## config.mk

```make
export PLATFORM = sky130hd
export DESIGN_NAME = unit_clause_scan
export DESIGN_NICKNAME = d
export VERILOG_FILES = /design/src/rtl/common_pkg.sv /design/src/rtl/clause_eval.sv /design/src/rtl/unit_clause_scan.sv
export SDC_FILE = /design/constraint.sdc
export NUM_CORES = 1
export LEC_CHECK = 0
export CELL_PAD_IN_SITES_DETAIL_PLACEMENT = 0
export CELL_PAD_IN_SITES_GLOBAL_PLACEMENT = 1
export CORE_AREA = 2 2 710 712
export DETAILED_ROUTE_END_ITERATION = 8
export DIE_AREA = 0 0 712 714
export HOLD_SLACK_MARGIN = 0.1
export PLACE_DENSITY_LB_ADDON = 0.1
export SYNTH_ARGS = -nofsm -noshare
export SYNTH_HDL_FRONTEND = slang
export SYNTH_SLANG_ARGS = --single-unit
```

## constraint.sdc

```tcl
create_clock -name clock -period 4.5 [get_ports clock]
set_input_delay 0.9 -clock clock [delete_from_list [all_inputs] [get_ports clock]]
set_output_delay 0.9 -clock clock [all_outputs]
set_load 0.05 [all_outputs]
```

## src/rtl/common_pkg.sv

```systemverilog
// Shared types and defaults for the unit-clause scanner.
// Optional feature macro: UNIT_SCAN_ASSIGN_EN.
package common;

    localparam int DEF_NUM_CLAUSES = 64;
    localparam int DEF_MAX_LITS    = 4;
    localparam int DEF_VAR_W       = 5;
    localparam int DEF_LANES       = 4;

    typedef enum logic [1:0] {
        CL_SAT,
        CL_UNRES,
        CL_UNIT,
        CL_CONFLICT
    } clause_status_t;

    typedef enum logic [1:0] {
        IDLE,
        SCAN,
        DONE
    } scan_state_t;

    localparam logic [DEF_VAR_W:0] ZERO_LIT = '0;

endpackage

```

## src/rtl/clause_eval.sv

```systemverilog
// Combinational single-clause evaluator: status and implied literal.
// UNIT_SCAN_ASSIGN_EN selects assignment-aware evaluation.
module clause_eval
    import common::*;
#(
    parameter  int MAX_LITS = DEF_MAX_LITS,
    parameter  int VAR_W    = DEF_VAR_W,
    localparam int LIT_W    = VAR_W + 1,
    localparam int LEN_W    = $clog2(MAX_LITS + 1),
    localparam int NUM_VARS = 2 ** VAR_W
) (
    input  logic [LEN_W-1:0]          len,
    input  logic [MAX_LITS*LIT_W-1:0] lits,
    input  logic [NUM_VARS-1:0]       assign_def,
    input  logic [NUM_VARS-1:0]       assign_val,
    output clause_status_t            status,
    output logic [LIT_W-1:0]          unit_lit
);

`ifdef UNIT_SCAN_ASSIGN_EN

    logic [LEN_W-1:0] n_open;
    logic             any_true;
    logic [LIT_W-1:0] lit;
    logic [VAR_W-1:0] v;
    logic             neg;

    always_comb begin
        n_open   = '0;
        any_true = 1'b0;
        unit_lit = LIT_W'(ZERO_LIT);
        lit      = '0;
        v        = '0;
        neg      = 1'b0;
        for (int i = 0; i < MAX_LITS; i++) begin
            lit = lits[i*LIT_W +: LIT_W];
            v   = lit[VAR_W-1:0];
            neg = lit[VAR_W];
            if (LEN_W'(i) < len) begin
                if (assign_def[v]) begin
                    if (assign_val[v] != neg)
                        any_true = 1'b1;
                end else begin
                    n_open   = n_open + LEN_W'(1);
                    unit_lit = lit;
                end
            end
        end
    end

    always_comb begin
        status = CL_UNRES;
        unique case (1'b1)
            any_true:
                status = CL_SAT;
            !any_true && n_open == '0:
                status = CL_CONFLICT;
            !any_true && n_open == LEN_W'(1):
                status = CL_UNIT;
            default:
                status = CL_UNRES;
        endcase
    end

`else

    // Without assignments only clause length can decide the status.
    logic unused_assign;
    assign unused_assign = ^{assign_def, assign_val, lits};

    assign unit_lit = lits[LIT_W-1:0];

    always_comb begin
        status = CL_UNRES;
        unique case (1'b1)
            len == '0:
                status = CL_CONFLICT;
            len == LEN_W'(1):
                status = CL_UNIT;
            default:
                status = CL_UNRES;
        endcase
    end

`endif

endmodule

```

## src/rtl/unit_clause_scan.sv

```systemverilog
// Multi-lane scanner for the lowest unit or conflicting clause.
// UNIT_SCAN_ASSIGN_EN enables assignment-aware clause evaluation.
module unit_clause_scan
    import common::*;
#(
    parameter  int NUM_CLAUSES = DEF_NUM_CLAUSES,
    parameter  int MAX_LITS    = DEF_MAX_LITS,
    parameter  int VAR_W       = DEF_VAR_W,
    parameter  int LANES       = DEF_LANES,
    localparam int CI_W        = $clog2(NUM_CLAUSES),
    localparam int CNT_W       = CI_W + 1,
    localparam int LEN_W       = $clog2(MAX_LITS + 1),
    localparam int LIT_W       = VAR_W + 1,
    localparam int CL_W        = MAX_LITS * LIT_W,
    localparam int NUM_VARS    = 2 ** VAR_W,
    localparam int NUM_GROUPS  = NUM_CLAUSES / LANES,
    localparam int G_W         = (NUM_GROUPS > 1) ? $clog2(NUM_GROUPS) : 1
) (
    input  logic                        clock,
    input  logic                        reset,
    input  logic                        find,
    input  logic [CNT_W-1:0]            num_clauses,
    input  logic [NUM_CLAUSES*LEN_W-1:0] clause_len,
    input  logic [NUM_CLAUSES*CL_W-1:0] clause_lits,
    input  logic [NUM_VARS-1:0]         assign_def,
    input  logic [NUM_VARS-1:0]         assign_val,
    output logic                        busy,
    output logic                        ended,
    output logic                        found,
    output logic                        conflict,
    output logic [LIT_W-1:0]            lit_found,
    output logic [CI_W-1:0]             clause_idx
);

    scan_state_t       state;
    logic [G_W-1:0]    g_q;
    logic [CNT_W-1:0]  cnt_q;
    logic [LEN_W-1:0]  len_q  [NUM_CLAUSES];
    logic [CL_W-1:0]   lits_q [NUM_CLAUSES];
    logic [NUM_VARS-1:0] def_q;
    logic [NUM_VARS-1:0] val_q;

    logic [CNT_W-1:0]  cnt_clamp;
    logic [CNT_W-1:0]  base;
    logic              last_grp;

    assign cnt_clamp = (num_clauses > CNT_W'(NUM_CLAUSES))
                     ? CNT_W'(NUM_CLAUSES) : num_clauses;

    assign base     = CNT_W'(g_q) * CNT_W'(LANES);
    assign last_grp = (base + CNT_W'(LANES)) >= cnt_q;

    logic [CNT_W-1:0]  lane_n     [LANES];
    logic [LANES-1:0]  lane_valid;
    clause_status_t    lane_st    [LANES];
    logic [LIT_W-1:0]  lane_lit   [LANES];

    for (genvar l = 0; l < LANES; l++) begin : g_lane
        logic [CI_W-1:0] ci;

        assign lane_n[l]     = base + CNT_W'(l);
        assign ci            = lane_n[l][CI_W-1:0];
        assign lane_valid[l] = lane_n[l] < cnt_q;

        clause_eval #(
            .MAX_LITS (MAX_LITS),
            .VAR_W    (VAR_W)
        ) u_eval (
            .len        (len_q[ci]),
            .lits       (lits_q[ci]),
            .assign_def (def_q),
            .assign_val (val_q),
            .status     (lane_st[l]),
            .unit_lit   (lane_lit[l])
        );
    end

    logic             hit;
    logic             hit_conf;
    logic [CI_W-1:0]  hit_idx;
    logic [LIT_W-1:0] hit_lit;

    // Walk high to low so the lowest hitting lane wins.
    always_comb begin
        hit      = 1'b0;
        hit_conf = 1'b0;
        hit_idx  = '0;
        hit_lit  = '0;
        for (int l = LANES - 1; l >= 0; l--) begin
            if (lane_valid[l] &&
                (lane_st[l] == CL_UNIT ||
                 lane_st[l] == CL_CONFLICT)) begin
                hit      = 1'b1;
                hit_conf = (lane_st[l] == CL_CONFLICT);
                hit_idx  = lane_n[l][CI_W-1:0];
                hit_lit  = lane_lit[l];
            end
        end
    end

    always_ff @(posedge clock or negedge reset) begin
        if (!reset) begin
            state      <= IDLE;
            busy       <= 1'b0;
            ended      <= 1'b0;
            found      <= 1'b0;
            conflict   <= 1'b0;
            lit_found  <= '0;
            clause_idx <= '0;
            g_q        <= '0;
            cnt_q      <= '0;
            def_q      <= '0;
            val_q      <= '0;
            for (int c = 0; c < NUM_CLAUSES; c++) begin
                len_q[c]  <= '0;
                lits_q[c] <= '0;
            end
        end else begin
            ended <= 1'b0;
            unique case (state)
                IDLE: begin
                    if (find) begin
                        for (int c = 0; c < NUM_CLAUSES; c++) begin
                            len_q[c]  <= clause_len[c*LEN_W +: LEN_W];
                            lits_q[c] <= clause_lits[c*CL_W +: CL_W];
                        end
                        cnt_q      <= cnt_clamp;
                        def_q      <= assign_def;
                        val_q      <= assign_val;
                        found      <= 1'b0;
                        conflict   <= 1'b0;
                        lit_found  <= '0;
                        clause_idx <= '0;
                        g_q        <= '0;
                        busy       <= 1'b1;
                        state      <= SCAN;
                    end
                end
                SCAN: begin
                    if (hit) begin
                        clause_idx <= hit_idx;
                        conflict   <= hit_conf;
                        found      <= !hit_conf;
                        if (!hit_conf)
                            lit_found <= hit_lit;
                        state <= DONE;
                    end else if (last_grp) begin
                        state <= DONE;
                    end else begin
                        g_q <= g_q + G_W'(1);
                    end
                end
                DONE: begin
                    ended <= 1'b1;
                    busy  <= 1'b0;
                    state <= IDLE;
                end
                default: begin
                    state <= IDLE;
                end
            endcase
        end
    end

endmodule

```

# After elaboration in Yosys (flattened, before gate mapping)
# Index checks and enable logic that the tools add are counted.
# totals
wordCells,265
in_bits,1802
ff_bits,1757
out_inout_bits,16
# classes
reduce_logical,22
addsub,5
bitwise,4
eq_ne,20
order_cmp,10
mux,67
# ops
op,count
$bmux W24 S6,4
$mux W6,20
$bmux W3 S6,4
$ge A7 B7 Y1 const B,4
$not A6 Y7,4
$mux W3,8
$pmux W6 S2,2
$lt A7 B7 Y1,3
$pmux W2 S2,5
$eq A2 B2 Y1 const B,9
$add A6 B2 Y7 const B,2
$mux W1,13
$eq A3 B1 Y1 const B,4
$logic_not A3 Y1,4
$mux W4,3
$ne A2 B2 Y1 const B,5
$pmux W4 S2,1
$reduce_and A4 Y1,2
$add A6 B1 Y7 const B,1
$add A6 B3 Y7 const B,1
$ge A7 B7 Y1,1
$gt A7 B7 Y1 const B,1
$lt A6 B7 Y1,1
$mux W7,1
other kinds (12),25

# Longest topological paths before layout
# Gate-level depths: netlist of the first run.
# logic_depth
depth_word,17
depth_mapped,13
ltp_nobuf,10

# Cells and area by module
# From an unflattened synthesis of the first run, not the netlist that was laid out.
# hier_totals
cells_unflattened,9281
hier_area_um2,82447.8
# modules_own_cells
module,area_each_um2,seq_area_each_um2,n_inst,cells_per_inst
unit_clause_scan,82217.6,45568.7,1,9249
clause_eval,57.6,0.0,4,8

# Worst setup path before layout of the first run
# No wires, ideal clock.
# synth_timing
path_kind,reg-to-reg
from,register g_q[0]
to,register lit_found[4]
required_ns,4.433
path_slack_ns,1.480
setup_time_ns,0.067
period_less_slack_ns,3.020
path_buffers,3
arrival_time_ns,2.953
stages_incl_launch_ff,14
path_cell_list,dfrtp_1 > buf_4 > buf_6 > inv_1 > ha_1 > a21oi_1 > o21a_1 > or3_1 > o2bb2ai_2 > nor2_1 > a21o_1 > buf_6 > nor3_2 > a22o_1
# synth_via
elab_chain_cells,17
elab_cells_between_ends,81
cone_classes,add/sub (3); order compare (4); eq/ne (14); mux (43); bitwise (4); reduce/logical (13)
# synth_rtl
item,line_no,source
start: declaration,unit_clause_scan.sv:36,logic [G_W-1:0] g_q;
start signal: assignment,unit_clause_scan.sv:150,g_q <= g_q + G_W'(1);
$add A6 B2 Y7,unit_clause_scan.sv:61,assign lane_n[l] = base + CNT_W'(l);
$not A6 Y7 (not written as such),"unit_clause_scan.sv:69, unit_clause_scan.sv:70",
$bmux W3 S6,unit_clause_scan.sv:69,".len (len_q[ci]),"
$mux W3 (not written as such) (2 in series),unit_clause_scan.sv:69,
$eq A3 B1 Y1 / $logic_not A3 Y1 (equally long branches),"clause_eval.sv:78, clause_eval.sv:76",
$pmux W2 S2,clause_eval.sv:75,unique case (1'b1)
$eq A2 B2 Y1 (on tied branches),"unit_clause_scan.sv:91, unit_clause_scan.sv:92, unit_clause_scan.sv:94",
$logic_or A1 B1 Y1,unit_clause_scan.sv:91,(lane_st[l] == CL_UNIT ||
$logic_and A1 B1 Y1,unit_clause_scan.sv:90,if (lane_valid[l] &&
$mux W6 (4 in series),unit_clause_scan.sv:90,
$mux W6,unit_clause_scan.sv:144,if (!hit_conf)
$mux W6,unit_clause_scan.sv:140,if (hit) begin
$pmux W6 S2,unit_clause_scan.sv:120,unique case (state)
end signal: assignment,unit_clause_scan.sv:145,lit_found <= hit_lit;
end: declaration,unit_clause_scan.sv:31,"output logic [LIT_W-1:0] lit_found,"
# Several ways; a longest one is shown, not always the timed one. The select of a mux whose other input is x is not followed.
# A chain may end at the register's enable or synchronous reset.

# Worst setup path in the final report of the first run
# Same ends and word-level chain as after synthesis.

==> impl_metrics.prom, run 1 <==
# TYPE chip_impl_metric gauge
chip_impl_info{name="run_status",value="finished, final reports clean"} 1
chip_impl_metric{name="start_util",unit=""} 0.0546
chip_impl_metric{name="area_of_the_mapped_netlist",unit="µm²"} 27300
chip_impl_info{name="worstSetupEndpointType",value="flip-flop"} 1
chip_impl_info{name="layout.cells.most_common",value="nand2_1"} 1
chip_impl_metric{name="avgSynthCellArea",unit="µm²"} 9.34
chip_impl_metric{name="core_outline_area",unit="µm²"} 500000
chip_impl_metric{name="detail_route.wirelength",unit="µm"} 212000
chip_impl_metric{name="static-leakage-power",unit="nW"} 18.4
chip_impl_metric{name="clock_sink_count",unit=""} 605
chip_impl_metric{name="synth_compound_area_frac",unit=""} 0.0300
chip_impl_metric{name="worst_slack",unit="ns"} 0.395
chip_impl_metric{name="number_of_global_route_vias_before_repair",unit=""} 25266
chip_impl_metric{name="place_congestion",unit=""} 0.675
chip_impl_metric{name="routed-wl-met3",unit="µm"} 18900
chip_impl_metric{name="finalNonFillerCells",unit=""} 10349
chip_impl_metric{name="antenna_found_initial",unit=""} 205
chip_impl_info{name="rsz0062_at_grt",value="false"} 1
chip_impl_metric{name="ioPinCount",unit=""} 1818
chip_impl_metric{name="layout_cells_sized_above_1",unit=""} 0.111
chip_impl_metric{name="ant_nets",unit=""} 0
chip_impl_metric{name="postLayoutCellArea",unit="µm²"} 45400
chip_impl_metric{name="post-synth-top-area-fraction",unit=""} 0.554
chip_impl_metric{name="postSynth.asyncResetShare",unit=""} 1.00
chip_impl_info{name="timing_worst_setup_path_type",value="flip-flop to flip-flop"} 1
chip_impl_metric{name="total_number_of_h_tree_levels",unit=""} 3
chip_impl_metric{name="clock_skew",unit="ns"} 0.0792
chip_impl_metric{name="post_drt_via_cell_ratio",unit=""} 2.27
chip_impl_metric{name="postSynthNetCount",unit=""} 4737
chip_impl_info{name="timing.critical_path.mode_cell",value="a22o_1"} 1
chip_impl_metric{name="post-cts-setup-buffer-count",unit=""} 0
chip_impl_info{name="top_layer_used",value="met5"} 1
chip_impl_metric{name="detail_route.first_pass.iterations",unit=""} 4
chip_impl_metric{name="power.density_cell_area",unit="nW/µm²"} 638
chip_impl_metric{name="detailed_place_hpwl",unit="µm"} 165000
chip_impl_metric{name="fin_crit",unit="ns"} 4.10
chip_impl_metric{name="synth_enable_flop_cells",unit=""} 0
chip_impl_metric{name="dr.first_iter.drc_count",unit=""} 1199
chip_impl_info{name="crit_slowest_cell",value="dfrtp_4"} 1
chip_impl_info{name="post_synth_main_area_contributors",value="dfrtp_1, nand2_1, mux4_2"} 1
chip_impl_info{name="synth_area_leader_cell",value="dfrtp_1"} 1
chip_impl_metric{name="placement.io_buffers",unit=""} 601
chip_impl_info{name="dominantRegCellSynth",value="dfrtp_1"} 1
chip_impl_metric{name="dp_cells",unit=""} 10110
chip_impl_metric{name="global_route_wire_length_before_repair",unit="µm"} 274000
chip_impl_metric{name="die_x",unit="µm"} 712
chip_impl_metric{name="vdd.ir_drop.worst",unit="V"} 0.000314
chip_impl_metric{name="dr_wl_met2",unit="µm"} 94100
chip_impl_info{name="combinational_family_with_the_most_area_after_synthesis",value="simple AND/OR/NAND/NOR gates"} 1
chip_impl_metric{name="globalRouteTotalUtil",unit=""} 0.0821
chip_impl_metric{name="timing.critical_path.required",unit="ns"} 5.25
chip_impl_info{name="crit_chain",value="nand2_2, o221ai_1, o22ai_1, a22o_1, nor2_1, a21o_1, nor3_2, a22o_1"} 1
chip_impl_info{name="clock_tree.root_cell",value="clkbuf_16"} 1
chip_impl_metric{name="yosysUniqueCellTypes",unit=""} 63
chip_impl_metric{name="critical_path.max_fanout",unit=""} 13
chip_impl_metric{name="dpl_cell_area",unit="µm²"} 41900
chip_impl_metric{name="setup-tns-final",unit="ns"} 0
chip_impl_metric{name="postSynthCellCount",unit=""} 2924
chip_impl_metric{name="synthAdderAreaFrac",unit=""} 0.00504
chip_impl_metric{name="area.growth.synth_to_final",unit="%"} 66.3
chip_impl_metric{name="clkSlewWorstSetupHoldPaths",unit="ns"} 0.06
chip_impl_info{name="worst_setup_path_start_kind",value="flip-flop"} 1
chip_impl_metric{name="setup_viol",unit=""} 0
chip_impl_metric{name="synth.mux.area_fraction",unit=""} 0.117
chip_impl_metric{name="drt_drc_violations_left",unit=""} 0
chip_impl_metric{name="die_area",unit="µm²"} 508000
chip_impl_metric{name="nFillCells",unit=""} 58268
chip_impl_metric{name="max_stage_delay",unit="ns"} 0.63
chip_impl_metric{name="ys_seq_area_frac",unit=""} 0.554
chip_impl_metric{name="std_cell_rows",unit=""} 260
chip_impl_info{name="worst_hold_path_type",value="flip-flop to flip-flop"} 1
chip_impl_metric{name="clock.fmax",unit="MHz"} 244
chip_impl_info{name="timing.critical_path.max_delay_family",value="compound AO/OA/AOI/OAI gates"} 1
chip_impl_metric{name="final_hold_violation_count",unit=""} 0
chip_impl_metric{name="max-clock-path-buffers",unit=""} 4
chip_impl_metric{name="clock_latency",unit="ns"} 0.88
chip_impl_metric{name="ys_ff_latch",unit=""} 605
chip_impl_metric{name="cts_inserted_buffers",unit=""} 107
chip_impl_metric{name="routed-via-count",unit=""} 23518
chip_impl_metric{name="max_slew_margin",unit=""} 0.404
chip_impl_metric{name="die_y",unit="µm"} 714
chip_impl_metric{name="max_slew.worst_pin.slew",unit="ns"} 0.894
chip_impl_metric{name="wl_met1",unit="µm"} 93400
chip_impl_info{name="tritoncts",value="built"} 1
chip_impl_metric{name="maxSlewViolCount",unit=""} 0
chip_impl_metric{name="synth_xor_area_frac",unit=""} 0.000641
chip_impl_metric{name="max_cap_violations",unit=""} 0
chip_impl_metric{name="placement.setup.worst_slack",unit="ns"} 0.0814
chip_impl_metric{name="cp_data_arrival_time",unit="ns"} 4.86
chip_impl_metric{name="critical_path_buf_inv_count",unit=""} 0
chip_impl_metric{name="grt_max_degree",unit=""} 117
chip_impl_metric{name="synth-simple-area-share",unit=""} 0.262
chip_impl_metric{name="gr-total-overflow",unit=""} 0
chip_impl_metric{name="final.period_utilization",unit=""} 0.912
chip_impl_metric{name="fin_nets",unit=""} 5352
chip_impl_info{name="leading_cell_types_in_the_layout_fill_and_taps_excluded",value="nand2_1, dfrtp_1, clkdlybuf4s50_1"} 1
chip_impl_metric{name="mean_routed_wirelength_per_cell",unit="µm"} 20.5
chip_impl_metric{name="yosys_warnings",unit=""} 0
-- synth_stat cells, types with 2 or more instances --
cell type	instances
nand2_1	1742
dfrtp_1	605
mux4_2	139
clkbuf_1	133
nor2_1	68
nor3_1	21
buf_2	18
a211oi_1	13
o21ai_0	13
o221ai_1	13
ha_1	11
inv_1	11
a21oi_1	10
and3_1	9
buf_4	9
buf_6	9
o22ai_1	9
a22o_1	7
a221oi_1	6
buf_1	6
nand3b_1	6
nand3_1	5
o21a_1	5
a211oi_2	3
mux2i_1	3
o21bai_1	3
a31oi_1	2
a32oi_1	2
and2_1	2
and4b_1	2
mux2_1	2
nand2_2	2
nand2b_1	2
nor2b_1	2
nor3_2	2
o31ai_1	2
-- kinds of logic (layout without fill, tap and decap cells) --
kind of cell | Yosys count | in the layout
xor+xnor | 2 | 2
compound gates | 103 | 103
fa+ha+maj | 11 | 11
buf+inv | 189 | 878
other cells | 0 | 55
mux | 145 | 145
simple gates | 1869 | 1869
flops | 605 | 605
-- cell type report --
class / instances / area [µm²] / area share
diodes: 55 / 138 / 0.00303
flip-flops and latches: 605 / 15200 / 0.334
inverters: 13 / 51.3 / 0.00113
clock buffers: 162 / 3170 / 0.0697
clock inverters: 21 / 216 / 0.00477
multi-input cells: 2130 / 11300 / 0.250
well taps: 6681 / 8360 / 0.184
repair buffers: 682 / 6990 / 0.154
-- registers in the layout (all words and copies together), names as in the netlist --
name and count:
state 2, g_q 4, cnt_q 7, lits_q 384
conflict 1, clause_idx 6, busy 1, len_q 192
ended 1, lit_found 6, found 1
-- final timing paths --
check | from | end | slack [ns] | cells past startpoint
setup / recovery | g_q[0] | lit_found[4] | 0.40 | 8
hold / removal | lits_q[1324] | lits_q[1324] | 0.47 | 2
setup reg to reg | g_q[0] | lit_found[4] | 0.40 | 8
hold reg to reg | lits_q[1324] | lits_q[1324] | 0.47 | 2
max in group asynchronous | reset | lits_q[1324] | 2.70 | 4
min in group asynchronous | reset | len_q[13] | 0.65 | 2
-- worst min-delay path, delay by kind of cell (launching register included) --
kind	cells	cell delay, ns
flops	1	0.33
simple gates	2	0.10
-- repair_timing --
action / in CTS / in global routing
hold buffers: 1 / 0
resized for setup: 0 / 1
endpoints found under the hold margin: 29 / 0
setup endpoints to repair: 0 / 4
-- through the flow --
stage	hold WS (ns)	util	power, W
floorplan	0.440	-	0.0150
global route	0.473	0.0906	0.0316
finish	0.466	0.0908	0.0290
global placement	0.457	0.0837	0.0217
CTS	0.407	0.0905	0.0306
detailed placement	0.457	0.0837	0.0216
-- metal layers --
metal  global-route usage  up-vias
li1                     -    10755
met4               0.0203      118
met5                    0        -
met2                0.128      800
met3               0.0343      392
met1                0.104    11453
-- power by group --
part	leakage, nW	switching, W	total, W	internal [W]
sequential	7.48	0.00163	0.00964	0.00801
combinational	9.28	0.00697	0.0110	0.00402
clock	1.67	0.00339	0.00835	0.00496
total	18.4	0.0120	0.0290	0.0170
(Power assumes the default switching activity.)
==> run 2: changes to the inputs <==
--- a/config.mk
+++ b/config.mk
@@ -11,7 +11,8 @@
 export DETAILED_ROUTE_END_ITERATION = 8
 export DIE_AREA = 0 0 712 714
 export HOLD_SLACK_MARGIN = 0.1
-export PLACE_DENSITY_LB_ADDON = 0.1
+export PLACE_DENSITY = 0.32
 export SYNTH_ARGS = -nofsm -noshare
 export SYNTH_HDL_FRONTEND = slang
 export SYNTH_SLANG_ARGS = --single-unit
+export TNS_END_PERCENT = 1
==> run 2 against run 1 <==
Clock power fell by 7.7%. First-iteration DRC count rose by 5.8%. Non-clock buffer count fell by 5. Worst setup slack got worse by 0.11 ns. Total power fell by 2.5%. Clock-buffer cell count fell by 19. Sequential power rose by 0.4%. Critical endpoint is now lit_found[3]. Via count fell by 0.33%.
==> impl_metrics.prom, run 2 (same netlist as run 1, synthesis figures left out) <==
# TYPE chip_impl_metric gauge
chip_impl_info{name="run_status",value="finished, final reports clean"} 1
chip_impl_info{name="top_layer_used",value="met5"} 1
chip_impl_info{name="clock_tree.root_cell",value="clkbuf_16"} 1
chip_impl_metric{name="area_taken_by_multi_input_logic_gates",unit="µm²"} 11300
chip_impl_metric{name="worstRegToRegCells",unit=""} 10
chip_impl_metric{name="detail_route.first_pass.iterations",unit=""} 5
chip_impl_metric{name="max-clock-path-buffers",unit=""} 4
chip_impl_metric{name="timing.reg2reg.setup_slack",unit="ns"} 0.29
chip_impl_metric{name="static-leakage-power",unit="nW"} 18.3
chip_impl_info{name="layout.cells.most_common",value="nand2_1"} 1
chip_impl_metric{name="drt_drc_violations_left",unit=""} 0
chip_impl_metric{name="timing.critical_path.required",unit="ns"} 5.24
chip_impl_metric{name="wl_met1",unit="µm"} 88100
chip_impl_info{name="last_element_of_the_critical_path",value="lit_found[3]"} 1
chip_impl_info{name="worst_hold_path_type",value="flip-flop to flip-flop"} 1
chip_impl_metric{name="std_cell_rows",unit=""} 260
chip_impl_metric{name="ant_nets",unit=""} 0
chip_impl_metric{name="total_number_of_h_tree_levels",unit=""} 3
chip_impl_metric{name="number_of_global_route_vias_before_repair",unit=""} 25110
chip_impl_info{name="timing_worst_setup_path_type",value="flip-flop to flip-flop"} 1
chip_impl_metric{name="gr-total-overflow",unit=""} 0
chip_impl_metric{name="setup-tns-final",unit="ns"} 0
chip_impl_metric{name="routed-wl-met3",unit="µm"} 18400
chip_impl_metric{name="mean_routed_wirelength_per_cell",unit="µm"} 19.4
chip_impl_info{name="rsz0062_at_grt",value="false"} 1
chip_impl_metric{name="fin_nets",unit=""} 5336
chip_impl_info{name="tritoncts",value="built"} 1
chip_impl_metric{name="die_x",unit="µm"} 712
chip_impl_metric{name="placement.io_buffers",unit=""} 601
chip_impl_metric{name="die_y",unit="µm"} 714
chip_impl_metric{name="dr.first_iter.drc_count",unit=""} 1269
chip_impl_metric{name="layout_cells_sized_above_1",unit=""} 0.107
chip_impl_metric{name="dr_wl_met2",unit="µm"} 87800
chip_impl_metric{name="detail_route.wirelength",unit="µm"} 200000
chip_impl_metric{name="critical_path.max_fanout",unit=""} 32
chip_impl_metric{name="maxSlewViolCount",unit=""} 0
chip_impl_metric{name="cp_data_arrival_time",unit="ns"} 4.95
chip_impl_metric{name="max_cap_violations",unit=""} 0
chip_impl_info{name="max_flop_register",value="lits_q"} 1
chip_impl_metric{name="grt_max_degree",unit=""} 163
chip_impl_info{name="worst_setup_path_startpoint",value="g_q[0]"} 1
chip_impl_metric{name="finalNonFillerCells",unit=""} 10319
chip_impl_info{name="worstSetupEndpointType",value="flip-flop"} 1
chip_impl_metric{name="final.period_utilization",unit=""} 0.936
chip_impl_metric{name="routed-via-count",unit=""} 23440
chip_impl_metric{name="fin_crit",unit="ns"} 4.21
chip_impl_metric{name="global_route_wire_length_before_repair",unit="µm"} 258000
chip_impl_metric{name="post-cts-setup-buffer-count",unit=""} 0
chip_impl_info{name="worst_r2r_startpoint",value="g_q[0]"} 1
chip_impl_metric{name="die_area",unit="µm²"} 508000
chip_impl_metric{name="max_slew.worst_pin.slew",unit="ns"} 1.13
chip_impl_metric{name="clkSlewWorstSetupHoldPaths",unit="ns"} 0.06
chip_impl_metric{name="max_slew_margin",unit=""} 0.244
chip_impl_metric{name="power.density_cell_area",unit="nW/µm²"} 628
chip_impl_metric{name="dp_cells",unit=""} 10105
chip_impl_metric{name="detailed_place_hpwl",unit="µm"} 160000
chip_impl_metric{name="area.growth.synth_to_final",unit="%"} 64.9
chip_impl_metric{name="place_congestion",unit=""} 0.723
chip_impl_metric{name="largest_register_ffs",unit=""} 384
chip_impl_metric{name="start_util",unit=""} 0.0546
chip_impl_info{name="hp-start",value="lits_q[792]"} 1
chip_impl_metric{name="setup_viol",unit=""} 0
chip_impl_metric{name="cts.repair.resized",unit=""} 0
chip_impl_metric{name="nFillCells",unit=""} 58331
chip_impl_metric{name="globalRouteTotalUtil",unit=""} 0.0770
chip_impl_info{name="worst_setup_path_start_kind",value="flip-flop"} 1
chip_impl_metric{name="clock.fmax",unit="MHz"} 238
chip_impl_metric{name="post_drt_via_cell_ratio",unit=""} 2.27
chip_impl_metric{name="core_outline_area",unit="µm²"} 500000
chip_impl_metric{name="cts_inserted_buffers",unit=""} 96
chip_impl_metric{name="utilization",unit=""} 0.0900
chip_impl_metric{name="seq_area",unit="µm²"} 15200
chip_impl_metric{name="antenna_found_initial",unit=""} 193
chip_impl_metric{name="clock_latency",unit="ns"} 0.83
chip_impl_metric{name="ioPinCount",unit=""} 1818
chip_impl_metric{name="clock_skew",unit="ns"} 0.0507
chip_impl_info{name="leading_cell_types_in_the_layout_fill_and_taps_excluded",value="nand2_1, dfrtp_1, clkdlybuf4s50_1"} 1
chip_impl_metric{name="final_hold_violation_count",unit=""} 0
chip_impl_info{name="reg.largest.list",value="lits_q x384, len_q x192, cnt_q x7"} 1
chip_impl_info{name="worstReg2RegEnd",value="lit_found[3]"} 1
chip_impl_metric{name="vdd.ir_drop.worst",unit="V"} 0.000463
chip_impl_metric{name="clock_sink_count",unit=""} 605
run 2: cell count changes in the layout (fill, tap and decap cells not counted), moves of 2 or more:
cell	change
clkinvlp_4	+2
diode_2	-8
clkbuf_16	-11
bufinv_16	+2
clkinv_2	-3
clkbuf_1	-7
inv_6	+2
buf_12	-6
run 2: report_power, final:
part | internal (W) | switching, W | leakage [nW]
registers | 0.00801 | 0.00167 | 7.48
logic | 0.00396 | 0.00691 | 9.23
clock network | 0.00463 | 0.00308 | 1.54
run 2: critical path, cell delays in order (launching register included):
cell	delay (ns)
dfrtp_4	0.68
buf_12	0.29
nor3_1	0.11
a211oi_1	0.92
o22ai_1	0.49
a22oi_2	0.39
o21a_1	0.25
buf_4	0.20
nand2_1	0.07
o211ai_2	0.37
a22o_1	0.22
run 2: worst min path at each step:
stage	end	slack, ns	cells past startpoint
floorplan	len_q[111]	0.44	2
global placement	lits_q[893]	0.46	2
detailed placement	lits_q[940]	0.46	2
CTS	lits_q[940]	0.47	2
global route	lits_q[409]	0.49	2
finish	lits_q[792]	0.47	2
run 2: metal layers:
layer / global-route usage / up-vias
li1: - / 10682
met1: 0.0990 / 11507
met2: 0.120 / 829
met3: 0.0315 / 354
met4: 0.0177 / 68
met5: 0 / -
run 2: area by class of cell:
cell class                 count  share of cell area
antenna                       47             0.00261
clock buffer                 143              0.0633
clock inverter                23             0.00617
inverter                      13             0.00114
multi-input combinational   2130               0.252
sequential                   605               0.336
tap                         6681               0.186
timing repair buffer         677               0.153
run 2: timing repair:
item / CTS / global route
endpoints found under the setup margin: 0 / 0
endpoints found under the hold margin: 5 / 0
hold buffers: 1 / 0
run 2: metrics by stage:
step	cell area [µm²]	total power, W	worst slack, ns	hold WS, ns
after detailed placement	41800	0.0213	0.173	0.457
after global routing	44900	0.0306	0.0349	0.488
final	45000	0.0283	0.289	0.468
after global placement	41800	0.0213	0.175	0.457
after CTS	44900	0.0295	0.136	0.470
after floorplan	27300	0.0150	1.48	0.440
